--- src/rtl/delay_line_reader_pkg.sv ---
// delay_line_reader_pkg
//   Shared sizing helpers for the delay-line reader and its users (the
//   complex-multiplier top sizes its operand alignment from the same values).
//   dl_depth(deep_bit)     : number of RAM entries, 2**deep_bit
//   dl_max_delay(deep_bit) : largest programmable delay, 2**deep_bit-1
package delay_line_reader_pkg;

  localparam int unsigned DL_DEEP_BIT_DEF = 4;

  function automatic int unsigned dl_depth(input int unsigned deep_bit);
    return 32'(1) << deep_bit;
  endfunction

  function automatic int unsigned dl_max_delay(input int unsigned deep_bit);
    return (32'(1) << deep_bit) - 1;
  endfunction

  localparam int unsigned DL_DEPTH     = dl_depth(DL_DEEP_BIT_DEF);
  localparam int unsigned DL_MAX_DELAY = dl_max_delay(DL_DEEP_BIT_DEF);

endpackage

--- src/rtl/delay_line_reader_sdp_ram.sv ---
// sdp_ram
//   Simple dual-port RAM: one synchronous write port, one asynchronous read
//   port. No reset, so it maps onto distributed RAM.
//   i_clk   : write clock
//   i_we    : write enable
//   i_waddr : write address
//   i_wdata : write data
//   i_raddr : read address
//   o_rdata : combinational read data
module sdp_ram
  import delay_line_reader_pkg::*;
#(
  parameter int DEEP_BIT   = 4,
  parameter int DATA_WIDTH = 16
) (
  input  logic                  i_clk,
  input  logic                  i_we,
  input  logic [DEEP_BIT-1:0]   i_waddr,
  input  logic [DATA_WIDTH-1:0] i_wdata,
  input  logic [DEEP_BIT-1:0]   i_raddr,
  output logic [DATA_WIDTH-1:0] o_rdata
);

  localparam int unsigned DEPTH = dl_depth(DEEP_BIT);

  logic [DATA_WIDTH-1:0] mem [DEPTH];

  always_ff @(posedge i_clk) begin
    if (i_we) mem[i_waddr] <= i_wdata;
  end

  assign o_rdata = mem[i_raddr];

endmodule

--- src/rtl/delay_line_reader.sv ---
// delay_line_reader
//   Circular-RAM delay line: on each enabled cycle returns the sample
//   accepted i_shift_taps enables earlier, with fill tracking so the valid
//   pulse only marks genuinely delayed samples.
//   i_clk        : clock, rising edge
//   i_rst        : synchronous active-high reset
//   i_shift_en   : sample strobe
//   i_shift_taps : delay in enabled samples, 0..2**DEEP_BIT-1
//   i_data_in    : sample accepted when i_shift_en=1
//   o_data_out   : delayed sample (registered)
//   o_data_valid : one-cycle pulse, o_data_out is genuine
//   Optional: define DELAY_LINE_TAP_FLUSH_EN to restart fill tracking
//   whenever the tap setting changes.
module delay_line_reader
  import delay_line_reader_pkg::*;
#(
  parameter int DEEP_BIT   = 4,
  parameter int DATA_WIDTH = 16
) (
  input  logic                  i_clk,
  input  logic                  i_rst,
  input  logic                  i_shift_en,
  input  logic [DEEP_BIT-1:0]   i_shift_taps,
  input  logic [DATA_WIDTH-1:0] i_data_in,
  output logic [DATA_WIDTH-1:0] o_data_out,
  output logic                  o_data_valid
);

  localparam logic [DEEP_BIT-1:0] FILL_MAX = DEEP_BIT'(dl_max_delay(DEEP_BIT));

  logic [DEEP_BIT-1:0]   wr_ptr;
  logic [DEEP_BIT-1:0]   rd_addr;
  logic [DEEP_BIT-1:0]   fill_cnt;
  logic [DATA_WIDTH-1:0] rd_data;
  logic                  tap_chg;
  logic                  vld_now;

  // Natural DEEP_BIT-bit wrap; for taps>0 this never equals wr_ptr, so the
  // async read never sees the word being written this edge.
  assign rd_addr = wr_ptr - i_shift_taps;

`ifdef DELAY_LINE_TAP_FLUSH_EN
  logic [DEEP_BIT-1:0] taps_q;
  assign tap_chg = (i_shift_taps != taps_q);

  always_ff @(posedge i_clk) begin
    if (i_rst)           taps_q <= '0;
    else if (i_shift_en) taps_q <= i_shift_taps;
  end
`else
  assign tap_chg = 1'b0;
`endif

  // Validity uses the fill count before this cycle's sample is counted.
  assign vld_now = i_shift_en && !tap_chg && (fill_cnt >= i_shift_taps);

  sdp_ram #(
    .DEEP_BIT   (DEEP_BIT),
    .DATA_WIDTH (DATA_WIDTH)
  ) u_ram (
    .i_clk   (i_clk),
    .i_we    (i_shift_en && !i_rst),
    .i_waddr (wr_ptr),
    .i_wdata (i_data_in),
    .i_raddr (rd_addr),
    .o_rdata (rd_data)
  );

  always_ff @(posedge i_clk) begin
    if (i_rst) begin
      wr_ptr       <= '0;
      fill_cnt     <= '0;
      o_data_out   <= '0;
      o_data_valid <= 1'b0;
    end else begin
      o_data_valid <= vld_now;
      if (i_shift_en) begin
        wr_ptr     <= wr_ptr + 1'b1;
        // Zero delay bypasses the RAM: the sample is not in memory yet.
        o_data_out <= (i_shift_taps == '0) ? i_data_in : rd_data;
        if (tap_chg)                    fill_cnt <= DEEP_BIT'(1);
        else if (fill_cnt != FILL_MAX)  fill_cnt <= fill_cnt + 1'b1;
      end
    end
  end

endmodule

--- config.mk ---
export PLATFORM = sky130hd
export DESIGN_NAME = delay_line_reader
export DESIGN_NICKNAME = d
export VERILOG_FILES = /design/src/rtl/delay_line_reader_pkg.sv /design/src/rtl/delay_line_reader_sdp_ram.sv /design/src/rtl/delay_line_reader.sv
export SDC_FILE = /design/constraint.sdc
export NUM_CORES = 1
export LEC_CHECK = 0
export CORE_MARGIN = 4
export CORE_UTILIZATION = 45
export DETAILED_ROUTE_END_ITERATION = 8
export SLEW_MARGIN = 10
export SYNTH_ARGS = -nofsm -noshare
export SYNTH_HDL_FRONTEND = slang
export SYNTH_SLANG_ARGS = --single-unit
--- constraint.sdc ---
create_clock -name i_clk -period 7.9 [get_ports i_clk]
set_input_delay 0.79 -clock i_clk [delete_from_list [all_inputs] [get_ports i_clk]]
set_output_delay 0.79 -clock i_clk [all_outputs]
set_load 0.03 [all_outputs]
-- Word-level counts from Yosys, hierarchy flattened
Memory sizes are Yosys's and may differ from the RTL's. A register that Yosys moved wholly into a read port is not among the register bits.
Cells that the tools add are included.
- bits of input ports: 23
- memories: 1
- output and inout bits: 17
- bits in writable memories: 256
- word-level logic and storage cells: 15
- register bits after elaboration: 9
- memory list (name ; depth ; bits a word ; read ports ; clocked after memory_dff ; write ports ; line ; text):
    u_ram.mem ; 16 ; 16 ; 1 ; 1 ; 1 ; delay_line_reader_sdp_ram.sv:26 ; logic [DATA_WIDTH-1:0] mem [DEPTH];
- equal/unequal tests: 1
- add/sub/neg operators: 3
- magnitude comparators: 1
- mux-type cells: 2
- reductions and logical operators: 4
- operators by type and width (operator ; count):
    adder 4 x 1 -> 4 bit (second input constant) ; 2
    greater-or-equal comparator 4 bit ; 1
    inequality test 4 bit (second input constant) ; 1
    subtractor 4 bit ; 1
    logical AND 1 bit ; 2
    2-to-1 mux 1 bit ; 2
    AND reduction 2 bit ; 1
    zero test 1 bit ; 1

-- Longest topological paths before layout
Gate-level depths: netlist of the first run.
- word-level depth: 4
- gate-level depth with buffers: 11
- mapped depth without buffers: 9

-- Modules after synthesis
From an unflattened synthesis of the first run, not the netlist that was laid out.
- cell total of the unflattened synthesis: 552
- area total of the unflattened synthesis: 11019.3 µm²
- modules (own cells, without submodules) (module ; times used ; cells each ; area each (µm²) ; seq. area each (µm²)):
    sdp_ram ; 1 ; 416 ; 9723.1 ; 7687.4
    delay_line_reader ; 1 ; 136 ; 1296.2 ; 500.5

-- Worst setup path after synthesis of the first run
OpenSTA, ideal clock, no wires.
- path type: input to register
- from: in i_shift_taps[0]
- to: reg o_data_out[10] (read register of u_ram.mem)
- data required time: 7781 ps
- arrival time: 2696 ps
- setup time: 119 ps
- cell stages on the path: 9
- setup slack: 5085 ps
- buffers on the path: 3
- path through: ha_1 -> inv_1 -> fa_1 -> buf_2 -> buf_4 -> buf_2 -> mux2i_1 -> mux2i_1 -> o221a_1
- word-level cells in the longest chain between the ends: 1
- RTL lines (item ; line ; text):
    start: declaration ; delay_line_reader.sv:23 ; input logic [DEEP_BIT-1:0] i_shift_taps,
    subtractor 4 bit ; delay_line_reader.sv:40 ; assign rd_addr = wr_ptr - i_shift_taps;
    end: declaration ; delay_line_reader.sv:25 ; output logic [DATA_WIDTH-1:0] o_data_out,
No other way between the ends.
A chain may end at the register's enable or synchronous reset.

-- Worst setup path in the final report of the first run
- from: in i_shift_taps[0]
- to: reg o_data_out[14] (read register of u_ram.mem)
The elaborated chain is that of the path after synthesis.

==> results of run 1 <==
## state kept, by name, indices dropped and copies added (netlist names)
| signal | count |
|---|---|
| wr_ptr | 4 |
| o_data_out | 16 |
| fill_cnt | 4 |
| u_ram.mem | 256 |
| o_data_valid | 1 |
## kinds of logic after synthesis
group	Yosys count	share of synthesized area, %
AND/OR/NAND/NOR	74	3.20
XOR/XNOR	12	1.17
multiplexers	113	17.2
flip-flops	281	72.9
AO/OA/AOI/OAI	24	2.08
adder cells (fa/ha/maj)	13	1.51
buffers and inverters	34	1.94
## area by class of cell
cell class,count,area [µm²],area share (%)
clock buffer,34,763,5.89
clock inverter,18,184,1.42
inverter,7,26.3,0.203
multi-input combinational,236,2850,22.0
sequential,281,8190,63.1
tap,324,405,3.13
timing repair buffer,60,548,4.23
## power by group
part	switching [W]	internal [W]
registers	0.0000167	0.00165
clock network	0.000554	0.000787
logic	0.000228	0.000204
## stage by stage
stage	hold slack [ns]	cell area [µm²]	util, %
final	0.526	13000	53.0
after global routing	0.564	13000	53.0
after floorplan	0.470	11200	-
after detailed placement	0.525	12000	49.1
after CTS	0.533	13000	53.0
after global placement	0.493	12000	49.1
## routing by layer
layer / vias up / part of all wire, % / GRT usage (%)
met2: 165 / 47 / 28.3
met5: - / 0 / 0
met3: 35 / 5.6 / 3.19
met1: 2882 / 45 / 26.0
li1: 2366 / - / -
met4: 0 / 2.2 / 4.41
## worst register-to-register path, stage by stage (launching register included)
cell	delay, ns
dfxtp_1	0.48
inv_1	0.16
ha_4	0.19
inv_1	0.06
fa_2	0.24
xor2_4	0.14
buf_4	0.71
xor2_1	0.17
nor3_2	0.24
nand3_1	0.73
o221a_2	0.61
## cell usage after synthesis (7+ instances only)
library cell	count	area, µm²
nor2_1	40	150
ha_1	12	150
clkbuf_1	8	30.0
mux4_2	64	1440
and2_1	16	100
edfxtp_1	256	7690
o221a_1	10	113
buf_4	7	52.6
inv_1	7	26.3
mux2i_1	49	490
dfxtp_1	25	500
## worst max path at each step
stage	depth (start not counted)	start	slack (ns)	endpoint
floorplan	9	i_shift_taps[0]	5.09	o_data_out[10]$_SDFFE_PP0P_
global placement	10	i_shift_taps[0]	3.31	o_data_out[14]$_SDFFE_PP0P_
detailed placement	10	i_shift_taps[0]	3.23	o_data_out[14]$_SDFFE_PP0P_
CTS	10	i_shift_taps[0]	3.80	o_data_out[12]$_SDFFE_PP0P_
global route	10	i_shift_taps[0]	3.68	o_data_out[12]$_SDFFE_PP0P_
finish	10	i_shift_taps[0]	3.82	o_data_out[14]$_SDFFE_PP0P_
==> reports/qor.txt, run 1 <==
Hold Crit Start - fill_cnt[1]$_SDFFE_PP0P_
Area Overhead vs Synth - 15.5%
Initial DRC Count - 518
CTS Sinks - 281
Tcrit/Tclk final - 51.6%
Commonest cells after routing, fill and taps aside - 256 x edfxtp_1, 64 x mux4_2, 49 x mux2i_1, 40 x nor2_1, 39 x clkdlybuf4s50_1
Cell Chain, Critical Path - clkdlybuf4s50_1 -> ha_4 -> inv_1 -> fa_2 -> xor2_4 -> buf_4 -> xor2_1 -> nor3_2 -> nand3_1 -> o221a_2
Buffers on Ports - 39
Unrepaired setup endpoints after global routing - false
Slowest cell on the critical path - nand3_1
Crit Reg-Reg Endpoint - o_data_out[14]$_SDFFE_PP0P_
Delay-heaviest family, CP - buffers and inverters
Commonest non-fill, non-tap cell in the layout - edfxtp_1
Slew Viols, Final - 0
Final Hold Fails - 0
H-tree Lvls - 1
Avg Inst Size Synth - 20.4 µm²
Post-CTS setup buffers - 0
Wirelength, routed - 24600 µm
CP startpoint kind - input pin
Critical Path RT - 8.33 ns
DR vias - 5448
Initial core utilization - 45.9%
Buffers plus inverters on the worst setup path - 3
Fmax - 245 MHz
Boundary Pins - 40
DR pass1 iterations - 7
Status - finished, final reports clean
Die height - 166 µm
Filler cells - 1911
Worst-path fanout max - 49
TritonCTS clock tree - done
Antenna Nets Post-Route - 0
Reg-to-reg critical path startpoint - wr_ptr[0]$_SDFFE_PP0P_
Worst path max stage delay - 0.73 ns
CP Capture Type - register
DR vias/cell - 5.68
Max cap viols - 0
GP Congestion - 0.734
Relative slew slack - 26.9%
Warnings from Yosys - 0
GRT Total Usage - 17.8%
Final min period - 4.08 ns
Vias in the first global route - 5716
Inserted Clock Buffers - 28
Core footprint - 0.0245 mm²
Worst slack, placed - 3.23 ns
Rows - 57
Largest net degree at the start of global routing - 50
Final worst slack - 3.82 ns
Nets - 650
Syn Nets - 587
Power per cell area - 265 mW/mm²
Drt wl/cell - 25.6 µm
Final clock skew - 0.0126 ns
First-pass GRT wire length - 37000 µm
Area of the die - 0.0276 mm²
WP data arrival - 4.51 ns
Post-synthesis sequential area ratio - 72.9%
Leak Pwr - 4.34 nW
CTS resizes - 0
Post-route insts no fill - 960
Clk Latency, worst-skew pair - 0.54 ns
VDD IR-drop max - 197 µV
Total Power - 0.00344 W
Worst hold path endpoint - fill_cnt[1]$_SDFFE_PP0P_
#FFs+latches synth - 281
Number of hold buffers added after cts - 0
Ys flop type - edfxtp_1
Async set-or-reset flop fraction in the synthesized netlist - 0%
Clock transition at path regs - 0.06 ns
Ant. Diodes - 0
Gate Count Post-Synth - 551
Flop-to-flop setup slack - 4.07 ns
Clk root buf - clkbuf_16
# DRC - 0
Worst r2r path cells - 10
Layout cells sized above 1 - 23.1%
GRT Residual Overflow - 0
Initial antenna violation count - 0
Final setup vio count - 0
Placed Instances - 908
CTS Buffer Depth - 3
Hold Crit Class - register to register
Synthesized area - 0.0112 mm²
Setup_tns - 0 ns
Hold Crit Depth - 2
Die X - 166 µm
Post-DP HPWL - 12900 µm
Synth cell types - 34
Worst Setup Path Type - input pin to register
EDFF count, synth - 256
Tightest Pin Transition - 1.10 ns
No activity file was read; power rests on OpenSTA's default activity.
==> run 2: changes to the inputs <==
==> constraint.sdc (replaced) <==
create_clock -name i_clk -period 3.29 [get_ports i_clk]
set_input_delay 0.329 -clock i_clk [delete_from_list [all_inputs] [get_ports i_clk]]
set_output_delay 0.329 -clock i_clk [all_outputs]
set_load 0.03 [all_outputs]
==> run 2 against run 1 <==
Effect of this change: sequential cell count stayed put; cell count is 1.7% higher; sequential power is 140% higher; largest cell class unchanged; highest routed layer unchanged; largest power group unchanged; clock power is 120% higher; register-to-register slack worse by 3.6 ns; non-clock buffer count is 15 higher.
==> reports/qor.txt, run 2 (synthesis results as in run 1) <==
Status - finished, final reports clean
Boundary Pins - 40 (unchanged)
Final instance area - 0.0131 mm² (+1.4%)
Post-DP HPWL - 14900 µm (+15%)
Switching share of total power - 23.2% (-0.048 points)
# DRC - 0 (unchanged)
First-pass GRT wire length - 37800 µm (+2.2%)
DR vias/cell - 5.58 (-1.6%)
Relative slew slack - 35.8% (+8.9 points)
Post-route insts no fill - 976 (+1.7%)
Biggest register - u_ram.mem
Die height - 166 µm (unchanged)
Worst-path fanout max - 19 (-61%)
Slew Viols, Final - 0 (unchanged)
Power per cell area - 617 mW/mm² (+130%)
Net Sw Power - 0.00188 W (+140%)
DR vias - 5449 (+0.018%)
Max cap viols - 0 (unchanged)
VDD IR-drop max - 446 µV (+130%)
GRT Total Usage - 18.1% (+0.33 points)
Final clock skew - 0.00668 ns (-0.00593 ns)
Comb power frac - 13.7% (+1.1 points)
Post-CTS setup buffers - 0 (unchanged)
Largest register FFs - 256 (unchanged)
CTS resizes - 0 (unchanged)
Clock transition at path regs - 0.06 ns (about the same)
Area Overhead vs Synth - 17.0%
Flop-to-flop setup slack - 0.48 ns (-3.59 ns)
Worst Setup Path Type - register to register
Final setup vio count - 0 (unchanged)
Area after DPL - 0.0123 mm² (+2.0%)
Wirelength, routed - 24700 µm (+0.40%)
Tightest Pin Transition - 0.963 ns (-0.133 ns)
Unrepaired setup endpoints after global routing - false
Worst setup endpoint - o_data_out[14]$_SDFFE_PP0P_
Initial core utilization - 45.9% (unchanged)
GP Congestion - 0.733 (about the same)
Nets - 666 (+2.5%)
Largest net degree at the start of global routing - 31 (-38%)
Int Pwr - 0.00623 W (+140%)
Biggest regs - u_ram.mem (256), o_data_out (16)
Final Hold Fails - 0 (unchanged)
Rows - 57 (unchanged)
Crit Reg-Reg Endpoint - o_data_out[14]$_SDFFE_PP0P_
Core footprint - 0.0245 mm² (unchanged)
CP Launch Point - wr_ptr[0]$_SDFFE_PP0P_
Die X - 166 µm (unchanged)
Commonest cells after routing, fill and taps aside - 256 x edfxtp_1, 64 x mux4_2, 49 x mux2i_1, 40 x nor2_1, 39 x clkdlybuf4s50_1
Drt wl/cell - 25.3 µm (-1.3%)
Worst r2r path cells - 9 (-1)
Inserted Clock Buffers - 29 (+3.6%)
Initial antenna violation count - 0 (unchanged)
Tcrit/Tclk final - 85.3%
Reg-to-reg critical path startpoint - wr_ptr[0]$_SDFFE_PP0P_
DR pass1 iterations - 4 (-3)
Fin util - 53.7% (+0.73 points)
Setup_tns - 0 ns (unchanged)
Ant. Diodes - 0 (unchanged)
CTS Buffer Depth - 3 (unchanged)
Critical Path RT - 3.76 ns (-4.57 ns)
Area of the die - 0.0276 mm² (unchanged)
Leak Pwr - 4.42 nW (+1.7%)
Filler cells - 1882 (-1.5%)
CP Capture Type - register
Vias in the first global route - 5886 (+3.0%)
H-tree Lvls - 1 (unchanged)
Clk Latency, worst-skew pair - 0.53 ns (about the same)
Layout cells sized above 1 - 23.9% (+0.81 points)
TritonCTS clock tree - done
Clk pwr share - 37.1% (-2.0 points)
Hold Crit Class - input pin to register
Clk root buf - clkbuf_16
CTS Sinks - 281 (unchanged)
Placed Instances - 923 (+1.7%)
Fmax - 356 MHz
Antenna Nets Post-Route - 0 (unchanged)
Buffers on Ports - 39 (unchanged)
Initial DRC Count - 442 (-15%)
Commonest non-fill, non-tap cell in the layout - edfxtp_1
Final min period - 2.81 ns
Number of hold buffers added after cts - 0 (unchanged)
CP startpoint kind - register
Share of power burned in registers - 49.2% (+0.8 points)
GRT Residual Overflow - 0 (unchanged)
WP data arrival - 3.28 ns (-1.23 ns)
[run 2: critical path: stages, from the launching register on]
cell and delay (ns):
dfxtp_1 0.50, inv_1 0.19, ha_4 0.20, inv_1 0.06, fa_2 0.49, buf_12 0.20, xor2_1 0.16, nor3_2 0.20
a21bo_2 0.45, o221a_2 0.28
[run 2: how the worst min path moves through the flow]
stage | startpoint | endpoint | slack (ns) | depth (start not counted)
floorplan | i_data_in[0] | u_ram.mem[0][0]$_DFFE_PP_ | 0.43 | 0
global placement | fill_cnt[1]$_SDFFE_PP0P_ | fill_cnt[1]$_SDFFE_PP0P_ | 0.49 | 2
detailed placement | fill_cnt[1]$_SDFFE_PP0P_ | fill_cnt[1]$_SDFFE_PP0P_ | 0.53 | 2
CTS | i_shift_en | o_data_valid$_SDFF_PP0_ | 0.50 | 3
global route | i_shift_en | o_data_valid$_SDFF_PP0_ | 0.57 | 3
finish | i_shift_en | o_data_valid$_SDFF_PP0_ | 0.53 | 3
[run 2: layout make-up]
class	instances	area, µm²	share of cell area, %
clock inverter	10	60.1	0.457
sequential	281	8190	62.3
timing repair buffer	75	786	5.98
clock buffer	43	828	6.30
multi-input combinational	236	2850	21.7
inverter	7	26.3	0.200
tap	324	405	3.08
[run 2: routing by layer]
| metal | wire length, µm | track usage (%) |
|---|---|---|
| met1 | 10700 | 27.2 |
| met2 | 11800 | 28.2 |
| met3 | 1840 | 2.79 |
| met4 | 375 | 4.73 |
| met5 | 0 | 0 |
[run 2: metrics by stage]
stage / setup slack, ns / hold WS, ns / total power [W]
final: 0.484 / 0.531 / 0.00811
after floorplan: 0.798 / 0.428 / 0.00483
after CTS: 0.487 / 0.500 / 0.00821
after global routing: 0.336 / 0.573 / 0.00845
after detailed placement: 0.228 / 0.534 / 0.00520
after global placement: 0.297 / 0.494 / 0.00517
[run 2: power groups by stage]
stage               Sequential, W  Clock, W  Combinational [W]
floorplan                 0.00411         0           0.000720
global placement          0.00407         0            0.00111
detailed placement        0.00407         0            0.00113
CTS                       0.00399   0.00309            0.00113
global route              0.00400   0.00325            0.00120
finish                    0.00399   0.00301            0.00111
==> run 3: changes to the inputs <==
--- a/config.mk
+++ b/config.mk
@@ -5,9 +5,9 @@
 export SDC_FILE = /design/constraint.sdc
 export NUM_CORES = 1
 export LEC_CHECK = 0
-export CORE_MARGIN = 4
 export CORE_UTILIZATION = 45
 export DETAILED_ROUTE_END_ITERATION = 8
+export RECOVER_POWER = 50
 export SLEW_MARGIN = 10
 export SYNTH_ARGS = -nofsm -noshare
 export SYNTH_HDL_FRONTEND = slang
==> run 3 against run 2 <==
Effect of this change: combinational power is essentially flat; count of clock-buffer cells in the layout down 9; register-to-register slack improved by 0.03 ns; clock skew up 0.0028 ns; critical endpoint is now o_data_out[13]$_SDFFE_PP0P_.
==> reports/qor.txt, run 3 (synthesis results as in run 1) <==
Status - finished, final reports clean
# DRC - 0 (unchanged)
DR vias/cell - 5.63 (+0.92%)
CTS Sinks - 281 (unchanged)
Worst r2r path cells - 10 (+1)
Share of power burned in registers - 48.9% (-0.3 points)
Fmax - 360 MHz (+0.93%)
VDD IR-drop max - 484 µV (+8.5%)
Relative slew slack - 4.53% (-31 points)
Worst Setup Path Type - register to register
Slowest cell on the critical path - dfxtp_1
Initial core utilization - 46.1% (+0.13 points)
Hold Crit Start - fill_cnt[1]$_SDFFE_PP0P_
Clk root buf - clkbuf_16
Setup_tns - 0 ns (unchanged)
Die X - 160 µm (-3.6%)
Comb power frac - 13.2% (-0.5 points)
Clock transition at path regs - 0.06 ns (about the same)
Rows - 57 (unchanged)
Area Overhead vs Synth - 16.0%
DR vias - 5471 (+0.40%)
Unrepaired setup endpoints after global routing - false
Clk pwr share - 37.9% (+0.8 points)
Area of the die - 0.0256 mm² (-7.1%)
Final setup vio count - 0 (unchanged)
Largest net degree at the start of global routing - 50 (+61%)
Net Sw Power - 0.00192 W (+2.1%)
Worst slack, placed - 0.100 ns (-0.128 ns)
Worst setup endpoint - o_data_out[13]$_SDFFE_PP0P_
Ant. Diodes - 0 (unchanged)
Hold Crit Class - register to register
CP Capture Type - register
Layout cells sized above 1 - 22.4% (-1.5 points)
Power per cell area - 626 mW/mm² (+1.5%)
CP Launch Point - wr_ptr[0]$_SDFFE_PP0P_
Nets - 661 (-0.75%)
Leak Pwr - 4.37 nW (-1.1%)
CTS Buffer Depth - 3 (unchanged)
Worst-path fanout max - 19 (unchanged)
CP startpoint kind - register
Initial antenna violation count - 0 (unchanged)
Tcrit/Tclk final - 84.5% (-0.79 points)
Delay-heaviest family, CP - multiplexers
Final worst slack - 0.510 ns (+0.0259 ns)
CTS resizes - 0 (unchanged)
Biggest register - u_ram.mem
Boundary Pins - 40 (unchanged)
Critical Path RT - 3.73 ns (-0.03 ns)
Final Hold Fails - 0 (unchanged)
Post-DP HPWL - 14100 µm (-5.2%)
Crit Reg-Reg Endpoint - o_data_out[13]$_SDFFE_PP0P_
Drt wl/cell - 25.2 µm (about the same)
Die height - 160 µm (-3.6%)
Cell Chain, Critical Path - inv_1 -> ha_4 -> inv_1 -> fa_2 -> xor2_4 -> buf_4 -> mux4_2 -> mux2i_1 -> mux2i_1 -> o221a_2
Biggest regs - u_ram.mem (256), o_data_out (16)
Clk Latency, worst-skew pair - 0.55 ns (+0.02 ns)
Antenna Nets Post-Route - 0 (unchanged)
GRT Total Usage - 19.8% (+1.6 points)
WP data arrival - 3.22 ns (-0.06 ns)
Wirelength, routed - 24500 µm (-0.55%)
Commonest non-fill, non-tap cell in the layout - edfxtp_1
Commonest cells after routing, fill and taps aside - 256 x edfxtp_1, 64 x mux4_2, 49 x mux2i_1, 40 x nor2_1, 29 x clkbuf_16
GP Congestion - 0.778 (+6.1%)
Post-CTS setup buffers - 0 (unchanged)
Tightest Pin Transition - 1.43 ns (+0.469 ns)
Int Pwr - 0.00624 W (+0.23%)
Number of hold buffers added after cts - 0 (unchanged)
Largest register FFs - 256 (unchanged)
Reg-to-reg critical path startpoint - wr_ptr[0]$_SDFFE_PP0P_
Switching share of total power - 23.5% (+0.33 points)
First-pass GRT wire length - 36900 µm (-2.4%)
GRT Residual Overflow - 0 (unchanged)
Inserted Clock Buffers - 29 (unchanged)
Vias in the first global route - 5792 (-1.6%)
Buffers plus inverters on the worst setup path - 3 (unchanged)
Core footprint - 0.0244 mm² (-0.29%)
TritonCTS clock tree - done
Flop-to-flop setup slack - 0.51 ns (+0.03 ns)
Worst path max stage delay - 0.38 ns (-0.12 ns)
Slew Viols, Final - 0 (unchanged)
DR pass1 iterations - 4 (unchanged)
Initial DRC Count - 480 (+8.6%)
Max cap viols - 0 (unchanged)
Final min period - 2.78 ns (-0.0259 ns)
Buffers on Ports - 39 (unchanged)
Worst path depth - 10 (+1)
H-tree Lvls - 1 (unchanged)
Final clock skew - 0.00948 ns (+0.00280 ns)
==> run 3: changes by cell type in the layout (fill, tap and decap cells not counted), moves of 5 or more <==
| cell | previous run | this run |
|---|---|---|
| dlygate4sd3_1 | 0 | 18 |
| clkinv_1 | 1 | 8 |
| clkdlybuf4s50_1 | 39 | 21 |
| buf_12 | 10 | 4 |
| clkbuf_8 | 5 | 0 |
==> run 3: per-layer routing <==
metal / routed length, µm / global-route usage (%)
met2: 11900 / 32.5
met3: 1010 / 2.86
met1: 11100 / 28.0
met4: 453 / 4.98
met5: 0 / 0
==> run 3: final cells by class <==
type / instances / area [µm²]
well taps: 324 / 405
clock inverters: 19 / 155
inverters: 7 / 26.3
clock buffers: 34 / 744
repair buffers: 70 / 662
fillers: 1927 / 11400
flip-flops and latches: 281 / 8190
multi-input cells: 236 / 2850
==> run 3: how the worst min path moves through the flow <==
stage | slack (ns) | depth (start not counted) | endpoint
detailed placement | 0.52 | 2 | fill_cnt[1]$_SDFFE_PP0P_
global route | 0.55 | 2 | fill_cnt[1]$_SDFFE_PP0P_
finish | 0.52 | 2 | fill_cnt[1]$_SDFFE_PP0P_
CTS | 0.52 | 3 | o_data_valid$_SDFF_PP0_
global placement | 0.49 | 2 | fill_cnt[1]$_SDFFE_PP0P_
floorplan | 0.43 | 0 | u_ram.mem[0][0]$_DFFE_PP_
==> run 3: power groups by stage <==
stage | combinational (W) | sequential (W) | clock (W)
floorplan | 0.000720 | 0.00411 | 0
global placement | 0.00108 | 0.00406 | 0
detailed placement | 0.00110 | 0.00406 | 0
CTS | 0.00111 | 0.00399 | 0.00317
global route | 0.00116 | 0.00399 | 0.00328
finish | 0.00108 | 0.00399 | 0.00310
==> run 3: through the flow <==
stage | area [µm²] | utilization (%) | hold slack (ns) | total power [W] | std cells
global placement | 12100 | 49.8 | 0.493 | 0.00514 | 918
CTS | 13000 | 53.5 | 0.523 | 0.00826 | 971
global route | 13000 | 53.4 | 0.550 | 0.00843 | 971
floorplan | 11200 | - | 0.428 | 0.00483 | 551
finish | 13000 | 53.4 | 0.524 | 0.00817 | 971
detailed placement | 12100 | 49.8 | 0.516 | 0.00516 | 918
==> run 3: worst register-to-register path, delay by kind of cell (launching register included) <==
kind | cells | cell delay, ns
AOI/OAI and AO/OA | 1 | 0.27
DFF | 1 | 0.38
buffers and inverters | 3 | 0.57
adders and majority gates | 2 | 0.53
xor gates and xnor gates | 1 | 0.26
muxes | 3 | 0.66
